--- src/rtl/symbol_ns_table.sv ---
// Namespaced symbol table with local, wildcard-import and export entries.
// Each request scans one namespace serially, then commits a single update.
module symbol_ns_table #(
  parameter int NS_COUNT = 2,
  parameter int DEPTH    = 8,
  parameter int KEY_W    = 16,
  parameter int PKG_W    = 4,
  localparam int NS_W    = (NS_COUNT > 1) ? $clog2(NS_COUNT) : 1,
  localparam int IDX_W   = $clog2(DEPTH)
) (
  input  logic                  clk,
  input  logic                  rst_n,
  input  logic                  req_valid,
  output logic                  req_ready,
  input  logic [1:0]            req_op,
  input  logic [NS_W-1:0]       req_ns,
  input  logic [KEY_W-1:0]      req_key,
  input  logic [PKG_W-1:0]      req_pkg,
  output logic                  rsp_valid,
  input  logic                  rsp_ready,
  output logic [2:0]            rsp_status,
  output logic [IDX_W-1:0]      rsp_idx,
  output logic [NS_COUNT*8-1:0] conflict_cnt
);

  typedef enum logic [1:0] {IDLE, SCAN, COMMIT, RESP} state_t;
  typedef enum logic [1:0] {K_LOCAL, K_CAND, K_PROMO} kind_t;

  localparam logic [2:0] ST_OK    = 3'd0;
  localparam logic [2:0] ST_CONF  = 3'd1;
  localparam logic [2:0] ST_DUP   = 3'd2;
  localparam logic [2:0] ST_FULL  = 3'd3;
  localparam logic [2:0] ST_BADNS = 3'd4;

  localparam logic [1:0] OP_LOCAL  = 2'd0;
  localparam logic [1:0] OP_IMPORT = 2'd1;
  localparam logic [1:0] OP_EXPORT = 2'd2;
  localparam logic [1:0] OP_CLEAR  = 2'd3;

  state_t state_q, state_d;

  logic [1:0]       op_q;
  logic [NS_W-1:0]  ns_q;
  logic [KEY_W-1:0] key_q;
  logic [PKG_W-1:0] pkg_q;
  logic             bad_q;
  logic [IDX_W-1:0] sidx_q, hit_idx_q, free_idx_q;
  logic             hit_q, free_q;
  logic [2:0]       status_q;
  logic [IDX_W-1:0] idx_q;

  logic             vld_tab  [NS_COUNT][DEPTH];
  logic [KEY_W-1:0] key_tab  [NS_COUNT][DEPTH];
  logic [PKG_W-1:0] pkg_tab  [NS_COUNT][DEPTH];
  kind_t            kind_tab [NS_COUNT][DEPTH];
  logic [7:0]       cnt_q    [NS_COUNT];

  logic             req_bad;
  logic [NS_W-1:0]  ns_s;
  logic             cur_vld, cur_match;
  kind_t            hit_kind;
  logic [PKG_W-1:0] hit_pkg;

  logic [2:0]       c_status;
  logic [IDX_W-1:0] c_idx;
  logic             c_wr, c_new, c_clr;
  kind_t            c_kind;

  assign req_bad   = int'(req_ns) >= NS_COUNT;
  // Out-of-range namespaces never touch the table, so park the index at 0.
  assign ns_s      = bad_q ? '0 : ns_q;
  assign cur_vld   = vld_tab[ns_s][sidx_q];
  assign cur_match = cur_vld && (key_tab[ns_s][sidx_q] == key_q);
  assign hit_kind  = kind_tab[ns_s][hit_idx_q];
  assign hit_pkg   = pkg_tab[ns_s][hit_idx_q];

  assign req_ready  = (state_q == IDLE);
  assign rsp_valid  = (state_q == RESP);
  assign rsp_status = status_q;
  assign rsp_idx    = idx_q;

  for (genvar g = 0; g < NS_COUNT; g++) begin : g_cnt
    assign conflict_cnt[g*8 +: 8] = cnt_q[g];
  end

  always_comb begin
    state_d = state_q;
    unique case (state_q)
      IDLE: begin
        if (req_valid)
          state_d = (req_bad || req_op == OP_CLEAR) ? COMMIT : SCAN;
      end
      SCAN: begin
        if (cur_match || sidx_q == IDX_W'(DEPTH - 1))
          state_d = COMMIT;
      end
      COMMIT: state_d = RESP;
      RESP: begin
        if (rsp_ready)
          state_d = IDLE;
      end
      default: state_d = IDLE;
    endcase
  end

  always_comb begin
    c_status = ST_OK;
    c_idx    = '0;
    c_wr     = 1'b0;
    c_new    = 1'b0;
    c_clr    = 1'b0;
    c_kind   = K_LOCAL;
    if (bad_q) begin
      c_status = ST_BADNS;
    end else if (op_q == OP_CLEAR) begin
      c_clr = 1'b1;
    end else if (!hit_q) begin
      if (free_q) begin
        c_wr   = 1'b1;
        c_new  = 1'b1;
        c_idx  = free_idx_q;
        c_kind = (op_q == OP_LOCAL)  ? K_LOCAL :
                 (op_q == OP_IMPORT) ? K_CAND  : K_PROMO;
      end else begin
        c_status = ST_FULL;
      end
    end else begin
      c_idx = hit_idx_q;
      unique case (1'b1)
        (op_q == OP_LOCAL): begin
          if (hit_kind == K_LOCAL) begin
            c_status = ST_DUP;
          end else if (hit_kind == K_CAND) begin
            c_wr   = 1'b1;
            c_kind = K_LOCAL;
          end else begin
            c_status = ST_CONF;
          end
        end
        (op_q == OP_EXPORT): begin
          if (hit_kind == K_LOCAL || hit_pkg != pkg_q) begin
            c_status = ST_CONF;
          end else begin
            c_wr   = 1'b1;
            c_kind = K_PROMO;
          end
        end
        default: c_status = ST_OK;
      endcase
    end
  end

  always_ff @(posedge clk or negedge rst_n) begin
    if (!rst_n) begin
      state_q    <= IDLE;
      op_q       <= '0;
      ns_q       <= '0;
      key_q      <= '0;
      pkg_q      <= '0;
      bad_q      <= 1'b0;
      sidx_q     <= '0;
      hit_q      <= 1'b0;
      hit_idx_q  <= '0;
      free_q     <= 1'b0;
      free_idx_q <= '0;
      status_q   <= ST_OK;
      idx_q      <= '0;
    end else begin
      state_q <= state_d;
      unique case (state_q)
        IDLE: begin
          if (req_valid) begin
            op_q       <= req_op;
            ns_q       <= req_ns;
            key_q      <= req_key;
            pkg_q      <= req_pkg;
            bad_q      <= req_bad;
            sidx_q     <= '0;
            hit_q      <= 1'b0;
            hit_idx_q  <= '0;
            free_q     <= 1'b0;
            free_idx_q <= '0;
          end
        end
        SCAN: begin
          if (cur_match) begin
            hit_q     <= 1'b1;
            hit_idx_q <= sidx_q;
          end else begin
            if (!cur_vld && !free_q) begin
              free_q     <= 1'b1;
              free_idx_q <= sidx_q;
            end
            sidx_q <= sidx_q + 1'b1;
          end
        end
        COMMIT: begin
          status_q <= c_status;
          idx_q    <= c_idx;
        end
        default: ;
      endcase
    end
  end

  always_ff @(posedge clk or negedge rst_n) begin
    if (!rst_n) begin
      for (int n = 0; n < NS_COUNT; n++) begin
        cnt_q[n] <= '0;
        for (int d = 0; d < DEPTH; d++) begin
          vld_tab[n][d]  <= 1'b0;
          key_tab[n][d]  <= '0;
          pkg_tab[n][d]  <= '0;
          kind_tab[n][d] <= K_LOCAL;
        end
      end
    end else if (state_q == COMMIT) begin
      if (c_clr) begin
        for (int d = 0; d < DEPTH; d++)
          vld_tab[ns_s][d] <= 1'b0;
      end else if (c_wr) begin
        vld_tab[ns_s][c_idx]  <= 1'b1;
        kind_tab[ns_s][c_idx] <= c_kind;
        if (c_new) begin
          key_tab[ns_s][c_idx] <= key_q;
          pkg_tab[ns_s][c_idx] <= pkg_q;
        end
      end
      if (c_status == ST_CONF && cnt_q[ns_s] != 8'hff)
        cnt_q[ns_s] <= cnt_q[ns_s] + 8'd1;
    end
  end

endmodule

--- config.mk ---
export PLATFORM = sky130hd
export DESIGN_NAME = symbol_ns_table
export DESIGN_NICKNAME = d
export VERILOG_FILES = /design/src/rtl/symbol_ns_table.sv
export SDC_FILE = /design/constraint.sdc
export NUM_CORES = 1
export LEC_CHECK = 0
export BUFFER_PORTS_ARGS = -buffer_cell sky130_fd_sc_hd__buf_4
export CORE_ASPECT_RATIO = 2
export CORE_MARGIN = 1.5
export CORE_UTILIZATION = 33
export DETAILED_ROUTE_END_ITERATION = 10
export PLACE_DENSITY = 0.45
export SKIP_LAST_GASP = 1
export SLEW_MARGIN = 10
export SYNTH_ARGS = -nofsm -noshare
export SYNTH_HDL_FRONTEND = slang
export SYNTH_SLANG_ARGS = --single-unit
--- constraint.sdc ---
create_clock -name clk -period 4.4 [get_ports clk]
set_input_delay 0.66 -clock clk [delete_from_list [all_inputs] [get_ports clk]]
set_output_delay 0.66 -clock clk [all_outputs]
set_load 0.02 [all_outputs]
==> impl_metrics.json, run 1 <==
{
  "status": "finished, final reports clean",
  "dr.pass1.iters": 5,
  "dpl_cell_area_mm2": 0.02156,
  "io-pin-count": 51,
  "endpoint_kind": "flop",
  "utilization": 0.3822,
  "p_per_area_mw_per_mm2": 598.3,
  "fin_crit_ns": 3.828,
  "cts_tree": "done",
  "critPathKind": "flop to flop",
  "ant_nets": 0,
  "synth_cells": 1511,
  "clock_latency_ns": 0.56,
  "ys_async_sr_fraction": 1.000,
  "htreeDepth": 2,
  "core_area_mm2": 0.06007,
  "slew_headroom": 0.3228,
  "cts_buffer_depth": 3,
  "tightest_slew_ns": 1.012,
  "crit_path_max_fanout": 52,
  "dp_slack_ns": 0.5388,
  "clkSlewWorstSetupHoldPaths_ns": 0.06,
  "cts_buffers": 42,
  "port_buffers": 49,
  "grt_pass1_wl_um": 88730,
  "fillers": 5827,
  "die_w_um": 177.5,
  "layout.nets": 1583,
  "fmax_ghz": 0.2612,
  "grt_max_degree": 99,
  "start_util": 0.3347,
  "ys_ff_latch": 425,
  "ys.flop_type": "dfrtp_1",
  "synth_area_leaders": "dfrtp_1, mux2_2, mux4_2",
  "dpl.hpwl_um": 38790,
  "num_rows": 127,
  "netlist_area_mm2": 0.02010,
  "antenna_cells": 0,
  "layout_setup_ws_ns": 0.5720,
  "synth_edf_count": 0,
  "clock_skew_ns": 0.01720,
  "ys_warn_count": 0,
  "drive_above_1_share": 0.4023,
  "vias": 12350,
  "antenna_found_initial": 0,
  "wirelength_um": 58500,
  "arrival_ns": 4.27,
  "areaGrowthSynthToFinish_pct": 14.19,
  "grt_util_all_layers": 0.1920,
  "drt_iter0_markers": 472,
  "rsz0062_at_grt": "false",
  "grt.overflow.total": 0,
  "cts_setup_buffers": 0,
  "vias_per_cell": 5.242,
  "clock-sinks": 425,
  "grt_pass1_vias": 13360,
  "synthDistinctLibCells": 67,
  "clockRootBuffer": "clkbuf_16",
  "cp.required_ns": 4.84,
  "tns_ns": 0,
  "routabilityCongestion": 0.8026,
  "yosys.area.top_type": "dfrtp_1",
  "timing.final.crit_share": 0.8700,
  "yosysSeqAreaShare": 0.5291,
  "finalMaxSlewViolations": 0,
  "hold_path.class": "input pin to async pin",
  "synth_area_per_cell_um2": 13.30,
  "design_area_mm2": 0.02295,
  "drc": 0,
  "synth.top_cell.area_share": 0.5291,
  "leakage_nw": 10.62,
  "hold_viol": 0,
  "maxCapViolations": 0,
  "setup_viol_count_final": 0,
  "cts_resized": 0,
  "synthesis.nets": 1545,
  "wl_per_cell_um": 24.84,
  "cts_hold_buf": 0,
  "crit_path_start_kind": "flop",
  "die_y_um": 352.0,
  "dieArea_mm2": 0.06249,
  "peakVddDrop_mv": 0.2500
}
[cells in the final DEF (no fill, tap or decap), types with 25 or more instances in the layout]
cell type / Yosys / layout
dfrtp_1: 425 / 421
nor2_1: 34 / 29
o21ai_0: 56 / 56
mux2_2: 347 / 347
nand3_1: 26 / 25
nand2_1: 98 / 97
mux4_2: 70 / 70
inv_1: 28 / 28
clkbuf_16: 0 / 45
buf_4: 11 / 111
mux2i_1: 66 / 66
[cell type report]
type	instances	area (um^2)	area share
sequential	425	10650	0.4638
multi-input combinational	931	8831	0.3847
clock buffer	62	1290	0.05620
timing repair buffer	120	1008	0.04393
tap	774	968.4	0.04219
inverter	29	108.9	0.004742
clock inverter	14	102.6	0.004470
[flip-flops by register name, summed over array words and instances (netlist names), 3 cells and up]
| name | flops |
|---|---|
| free_idx_q | 3 |
| pkg_q | 4 |
| sidx_q | 3 |
| rsp_idx | 3 |
| key_tab | 256 |
| vld_tab | 16 |
| conflict_cnt | 16 |
| hit_idx_q | 3 |
| pkg_tab | 64 |
| key_q | 16 |
| kind_tab | 32 |
[worst paths after layout]
check	startpoint	to	slack (ns)	cells past startpoint
setup / recovery	ns_q	kind_tab[19]	0.57	9
hold / removal	rst_n	key_tab[172]	0.14	1
setup reg to reg	ns_q	kind_tab[19]	0.57	9
hold reg to reg	key_tab[98]	key_tab[98]	0.48	2
max in group asynchronous	rst_n	ns_q	3.23	2
min in group clk	req_key[6]	key_q[6]	0.33	2
[worst max-delay path, cell delays in order (launching register included)]
cell      delay [ns]
dfrtp_4         0.66
buf_12          0.33
mux4_2          0.55
mux2i_1         0.27
xnor2_1         0.19
nand3_1         0.12
a211oi_2        0.35
o21ai_2         0.23
nor4_2          0.54
mux2_2          0.40
[where the power goes]
part	switching [mW]	leakage [nW]	internal, mW
Combinational	2.38	4.16	2.10
Sequential	0.929	5.77	4.66
Clock	1.57	0.688	2.09
Total	4.88	10.6	8.85
[per-layer routing]
metal  vias up  global-route usage  share of wire  wire [um]
met5         -                   0              0          0
met4         0             0.06790          0.034       1961
met3        82             0.01738          0.022       1258
met2       170              0.3629           0.56      32520
met1      6582              0.2206           0.39      22760
li1       5511                   -              -          -
[Yosys cell counts (4+ instances only)]
cell and n:
a21o_1 5, a21oi_1 20, a22o_1 6, a22oi_1 19, a31oi_1 4, and2_1 5
and3_1 5, buf_1 12, buf_2 18, buf_4 11, buf_6 6, clkbuf_1 79
dfrtp_1 425, ha_1 7, inv_1 28, mux2_2 347, mux2i_1 66, mux4_2 70
nand2_1 98, nand2b_1 11, nand3_1 26, nor2_1 34, nor2b_1 14, nor3_1 23
nor4_1 5, o21a_1 9, o21ai_0 56, o22ai_1 7, or2_2 6, or3_1 10
xnor2_1 8, xor2_1 20
[logic make-up (layout without fill, tap and decap cells)]
| kind of cell | count (synthesis) | after routing | synth area share |
|---|---|---|---|
| mux | 484 | 484 | 0.3062 |
| fa+ha+maj | 7 | 7 | 0.004357 |
| buf+inv | 155 | 225 | 0.03436 |
| compound gates | 159 | 159 | 0.05185 |
| xor+xnor | 28 | 28 | 0.01220 |
| simple gates | 252 | 252 | 0.06174 |
| flops | 425 | 425 | 0.5291 |
| other cells | 1 | 1 | 0.0001866 |
[through the flow]
step | power [mW] | hold slack [ns] | instances
after CTS | 14.00 | 0.1745 | 2355
after global placement | 10.18 | 0.4562 | 2279
after global routing | 14.50 | 0.1949 | 2355
final | 13.73 | 0.1377 | 2355
after floorplan | 8.477 | 0.3644 | 1511
after detailed placement | 10.26 | 0.4697 | 2279
(Power assumes the default switching activity.)
==> run 2, diff against run 1 <==
--- a/config.mk
+++ b/config.mk
@@ -8,9 +8,10 @@
 export BUFFER_PORTS_ARGS = -buffer_cell sky130_fd_sc_hd__buf_4
 export CORE_ASPECT_RATIO = 2
 export CORE_MARGIN = 1.5
-export CORE_UTILIZATION = 33
+export CORE_UTILIZATION = 40
 export DETAILED_ROUTE_END_ITERATION = 10
-export PLACE_DENSITY = 0.45
+export GPL_TIMING_DRIVEN = 0
+export PLACE_DENSITY = 0.52
 export SKIP_LAST_GASP = 1
 export SLEW_MARGIN = 10
 export SYNTH_ARGS = -nofsm -noshare
==> impl_metrics.json, run 2 (synthesis results as in run 1) <==
{
  "maxCapViolations": 0,
  "final_common_cell": "dfrtp_1",
  "fin_crit_ns": 4.264,
  "crit_chain": "buf_6 > buf_6 > buf_6 > inv_2 > buf_2 > mux2i_1 > mux2i_1 > o31ai_1 > a2111oi_2 > nor4b_4 > buf_2 > nand4_1 > o211ai_1",
  "drc": 0,
  "fillers": 4526,
  "tightest_slew_ns": 1.366,
  "areaGrowthSynthToFinish_pct": 13.43,
  "antenna_found_initial": 1,
  "crit_path_max_fanout": 10,
  "status": "finished, final reports clean",
  "setup_viol_count_final": 0,
  "rsz0062_at_grt": "false",
  "grt_util_all_layers": 0.2474,
  "clkSlewWorstSetupHoldPaths_ns": 0.06,
  "vias": 12780,
  "regMostFlops": "key_tab",
  "hold_viol": 0,
  "mostFrequentLayoutCells": "dfrtp_1, mux2_2, nand2_1, clkbuf_1, mux4_2",
  "dpl.hpwl_um": 44770,
  "clock_latency_ns": 0.57,
  "wl_per_cell_um": 27.10,
  "start_util": 0.4038,
  "grt.overflow.total": 0,
  "utilization": 0.4580,
  "critPathMaxStageDelay_ns": 0.47,
  "timing.final.crit_share": 0.9691,
  "hold_path.class": "input pin to async pin",
  "p_per_area_mw_per_mm2": 614.2,
  "num_rows": 116,
  "dr.pass1.iters": 6,
  "die_y_um": 320.0,
  "crit_path_start_kind": "flop",
  "leakage_nw": 10.59,
  "dieArea_mm2": 0.05169,
  "critPathKind": "flop to flop",
  "reg.largest.list": "key_tab: 256 flops, pkg_tab: 64 flops, kind_tab: 32 flops",
  "die_w_um": 161.5,
  "drive_above_1_share": 0.3596,
  "port_buffers": 49,
  "slew_headroom": 0.08930,
  "core_area_mm2": 0.04978,
  "grt_pass1_wl_um": 92180,
  "cts_tree": "done",
  "endpoint_kind": "flop",
  "wirelength_um": 62010,
  "cts_buffers": 41,
  "cp.required_ns": 4.86,
  "tns_ns": 0,
  "ant_nets": 0,
  "cpMostUsedCell": "buf_6",
  "layout.nets": 1641,
  "routabilityCongestion": 0.8643,
  "cts_buffer_depth": 3,
  "clock_skew_ns": 0.02893,
  "dp_cells": 2213,
  "drt_iter0_markers": 650,
  "finalMaxSlewViolations": 0,
  "htreeDepth": 2,
  "cts_hold_buf": 0,
  "largest_reg_flops": 256,
  "instances_no_fill": 2288,
  "fmax_ghz": 0.2345,
  "vias_per_cell": 5.586,
  "grt_max_degree": 110,
  "grt_pass1_vias": 13610,
  "clockRootBuffer": "clkbuf_16",
  "arrival_ns": 4.72,
  "crit_slowest_cell": "buf_2",
  "io-pin-count": 51,
  "peakVddDrop_mv": 0.3354,
  "clock-sinks": 425
}
==> run 2: cell types whose count changed in the layout (fill, tap and decap cells not counted), moves of 6 or more <==
cell      delta
buf_4       -52
clkbuf_1    +80
buf_1       +11
buf_12       -8
buf_6        +6
buf_2       +18
==> run 2: final timing paths <==
| kind | startpoint | end | slack (ns) | depth (start not counted) |
|---|---|---|---|---|
| hold / removal | rst_n | pkg_tab[19] | 0.06 | 1 |
| hold reg to reg | key_tab[170] | key_tab[170] | 0.48 | 2 |
| max in group asynchronous | rst_n | key_tab[226] | 2.49 | 4 |
| min in group clk | req_key[12] | key_q[12] | 0.31 | 2 |
| setup / recovery | ns_q | hit_idx_q[2] | 0.14 | 13 |
| setup reg to reg | ns_q | hit_idx_q[2] | 0.14 | 13 |
==> run 2: final cells by class <==
type | instances | area (um^2) | share of cell area
Clock inverter | 10 | 128.9 | 0.005652
Antenna cell | 1 | 2.502 | 0.0001098
Buffer | 126 | 593.1 | 0.02601
Timing Repair Buffer | 53 | 485.5 | 0.02129
Inverter | 29 | 108.9 | 0.004774
Clock buffer | 64 | 1245 | 0.05460
Multi-Input combinational cell | 931 | 8790 | 0.3855
Sequential cell | 425 | 10640 | 0.4664
Tap cell | 649 | 812.0 | 0.03561
==> run 2: power by group <==
part | leakage (nW) | total (mW) | switching [mW] | internal (mW)
clock | 0.679 | 3.69 | 1.57 | 2.12
sequential | 5.77 | 5.08 | 0.415 | 4.66
combinational | 4.14 | 5.24 | 3.15 | 2.09
total | 10.6 | 14.0 | 5.13 | 8.87
==> run 2: timing repair <==
action	in CTS	in global routing
gates resized for setup	3	5
buffers inserted	0	0
setup endpoints to repair	9	18
pin swaps	0	0
==> run 2: layer usage <==
| metal | share of wire | track usage |
|---|---|---|
| met5 | 0 | 0 |
| met4 | 0.050 | 0.1189 |
| met3 | 0.033 | 0.02970 |
| met2 | 0.55 | 0.4671 |
| met1 | 0.37 | 0.2692 |
==> run 2: worst max-delay path: cells and delay by family, from the launching register on <==
family                 cells  cell delay, ns
buffers and inverters      6            1.59
AOI/OAI and AO/OA          3            0.93
muxes                      2            0.67
and+or+nand+nor            2            0.55
DFF                        1            0.37
==> run 2: metrics by stage <==
step	power, mW	area, um^2	setup WS [ns]	hold slack (ns)
global placement	10.31	21280	-1.756	0.4572
detailed placement	10.40	21400	-0.3631	0.4657
global route	14.67	22800	0.01735	0.08776
CTS	14.15	22780	0.01556	0.05646
finish	14.00	22800	0.1359	0.05964
floorplan	8.477	20100	1.292	0.3644
==> run 3, diff against run 2 <==
--- a/config.mk
+++ b/config.mk
@@ -6,12 +6,14 @@
 export NUM_CORES = 1
 export LEC_CHECK = 0
 export BUFFER_PORTS_ARGS = -buffer_cell sky130_fd_sc_hd__buf_4
+export CELL_PAD_IN_SITES_DETAIL_PLACEMENT = 2
+export CELL_PAD_IN_SITES_GLOBAL_PLACEMENT = 2
 export CORE_ASPECT_RATIO = 2
 export CORE_MARGIN = 1.5
 export CORE_UTILIZATION = 40
 export DETAILED_ROUTE_END_ITERATION = 10
 export GPL_TIMING_DRIVEN = 0
-export PLACE_DENSITY = 0.52
+export PLACE_DENSITY = 0.69
 export SKIP_LAST_GASP = 1
 export SLEW_MARGIN = 10
 export SYNTH_ARGS = -nofsm -noshare
==> impl_metrics.json, run 3 (synthesis results as in run 1) <==
{
  "fillers": 4844,
  "crit_path_max_fanout": 10,
  "wl_per_cell_um": 30.37,
  "areaGrowthSynthToFinish_pct": 14.07,
  "status": "finished, final reports clean",
  "power_frac_seq": 0.355,
  "rsz0062_at_grt": "true",
  "dieArea_mm2": 0.05169,
  "timing.final.crit_share": 0.9773,
  "hold_viol": 0,
  "cp.required_ns": 4.85,
  "design_area_mm2": 0.02293,
  "grt_max_degree": 110,
  "critPathKind": "flop to flop",
  "start_util": 0.4038,
  "final_common_cell": "dfrtp_1",
  "drive_above_1_share": 0.3677,
  "io-pin-count": 51,
  "slew_headroom": 0.1332,
  "power.total_mw": 14.43,
  "finalMaxSlewViolations": 0,
  "antenna_cells": 0,
  "p_sw_mw": 5.448,
  "tightest_slew_ns": 1.300,
  "clockPowerShare": 0.267,
  "p_int_mw": 8.982,
  "arrival_ns": 4.75,
  "dp_slack_ns": -1.306,
  "peakVddDrop_mv": 0.3820,
  "largest_reg_flops": 256,
  "dr.pass1.iters": 4,
  "dpl.hpwl_um": 50890,
  "endpoint_kind": "flop",
  "num_rows": 116,
  "leakage_nw": 10.64,
  "routabilityCongestion": 0.8569,
  "seq_area_mm2": 0.01064,
  "vias": 13150,
  "die_y_um": 320.0,
  "grt_util_all_layers": 0.2806,
  "hold_path.class": "input pin to flop",
  "drc": 0,
  "vias_per_cell": 5.746,
  "p_per_area_mw_per_mm2": 629.4,
  "maxCapViolations": 0,
  "grt.overflow.total": 0,
  "setup_viol_count_final": 0,
  "clkSlewWorstSetupHoldPaths_ns": 0.07,
  "reg.largest.list": "key_tab: 256 flops, pkg_tab: 64 flops, kind_tab: 32 flops",
  "layout.nets": 1642,
  "dpl_cell_area_mm2": 0.02141,
  "crit_path_start_kind": "flop",
  "clockRootBuffer": "clkbuf_16",
  "ant_nets": 0,
  "core_area_mm2": 0.04978,
  "layout_setup_ws_ns": 0.09989,
  "hold_ws_ns": 0.3140,
  "cts_buffers": 42,
  "cts_buffer_depth": 3,
  "die_w_um": 161.5,
  "p_sw_frac": 0.3775,
  "fmax_ghz": 0.2326,
  "multiInputGateArea_mm2": 0.008828,
  "antenna_found_initial": 0,
  "drt_iter0_markers": 504,
  "htreeDepth": 2,
  "clock_skew_ns": 0.01780,
  "grt_pass1_wl_um": 104200,
  "mostFrequentLayoutCells": "dfrtp_1, mux2_2, nand2_1, clkbuf_1, mux4_2",
  "port_buffers": 49,
  "cts_tree": "done",
  "wirelength_um": 69520,
  "clock-sinks": 425,
  "clock_latency_ns": 0.58,
  "p_comb_frac": 0.378,
  "grt_pass1_vias": 15380,
  "fin_crit_ns": 4.300,
  "regMostFlops": "key_tab"
}
-- run 3: cell types whose count changed in the layout (fill, tap and decap cells not counted), sizes merged --
cell / change
clkinv: +5
buf: -3
clkbuf: -3
bufinv: +1
clkdlybuf4s15: +1
diode: -1
dlygate4sd3: +1
-- run 3: through the flow --
stage	setup TNS, ns	utilization	instances
floorplan	0	-	1511
global placement	-698.61	0.4275	2209
detailed placement	-10.54	0.4300	2213
CTS	0	0.4603	2290
global route	-0.01469	0.4606	2289
finish	0	0.4606	2289
-- run 3: critical path: stages (launching register included) --
cell and delay (ns):
dfrtp_1 0.45, clkbuf_4 0.39, buf_2 0.41, clkbuf_2 0.45
inv_1 0.33, nor3_1 0.34, o31ai_1 0.26, a2111oi_4 0.52
nor4b_4 0.28, buf_4 0.19, buf_2 0.23, nand4_1 0.12
o211ai_1 0.19
-- run 3: power groups by stage --
stage	Clock (mW)	Sequential (mW)	Combinational, mW
after floorplan	0	5.05	3.43
after global placement	0	5.11	5.27
after detailed placement	0	5.18	5.43
after CTS	3.92	5.12	5.52
after global routing	4.06	5.20	5.83
final	3.86	5.12	5.45
-- run 3: path summary, 6_finish.rpt --
check	start	endpoint	slack, ns	depth (start not counted)
max	sidx_q[2]	hit_idx_q[2]	0.1	12
min	req_pkg[3]	pkg_q[3]	0.31	2
max reg2reg	sidx_q[2]	hit_idx_q[2]	0.1	12
min reg2reg	key_tab[166]	key_tab[166]	0.48	2
max in group asynchronous	rst_n	key_tab[18]	2.01	5
min in group asynchronous	rst_n	pkg_tab[15]	0.51	2
-- run 3: per-layer routing --
| metal | vias to the layer above | share of wire | track usage |
|---|---|---|---|
| li1 | 5634 | - | - |
| met1 | 7085 | 0.33 | 0.2768 |
| met2 | 263 | 0.57 | 0.5442 |
| met3 | 171 | 0.027 | 0.03242 |
| met4 | 0 | 0.070 | 0.1747 |
| met5 | - | 0 | 0 |
-- run 3: final cells by class --
class | instances | area share
clock buffer | 60 | 0.05451
tap | 649 | 0.03541
multi-input combinational | 931 | 0.3850
inverter | 29 | 0.004747
sequential | 425 | 0.4638
timing repair buffer | 55 | 0.02194
buffer | 124 | 0.02619
clock inverter | 16 | 0.008349
-- run 3: timing repair --
| action | 4_1_cts | 5_1_grt |
|---|---|---|
| resized for setup | 13 | 7 |
| buffers inserted | 1 | 0 |
| hold buffers | 1 | 0 |
| endpoints found under the hold margin | 21 | 0 |
| pin swaps | 1 | 0 |
| setup endpoints to repair | 15 | 14 |
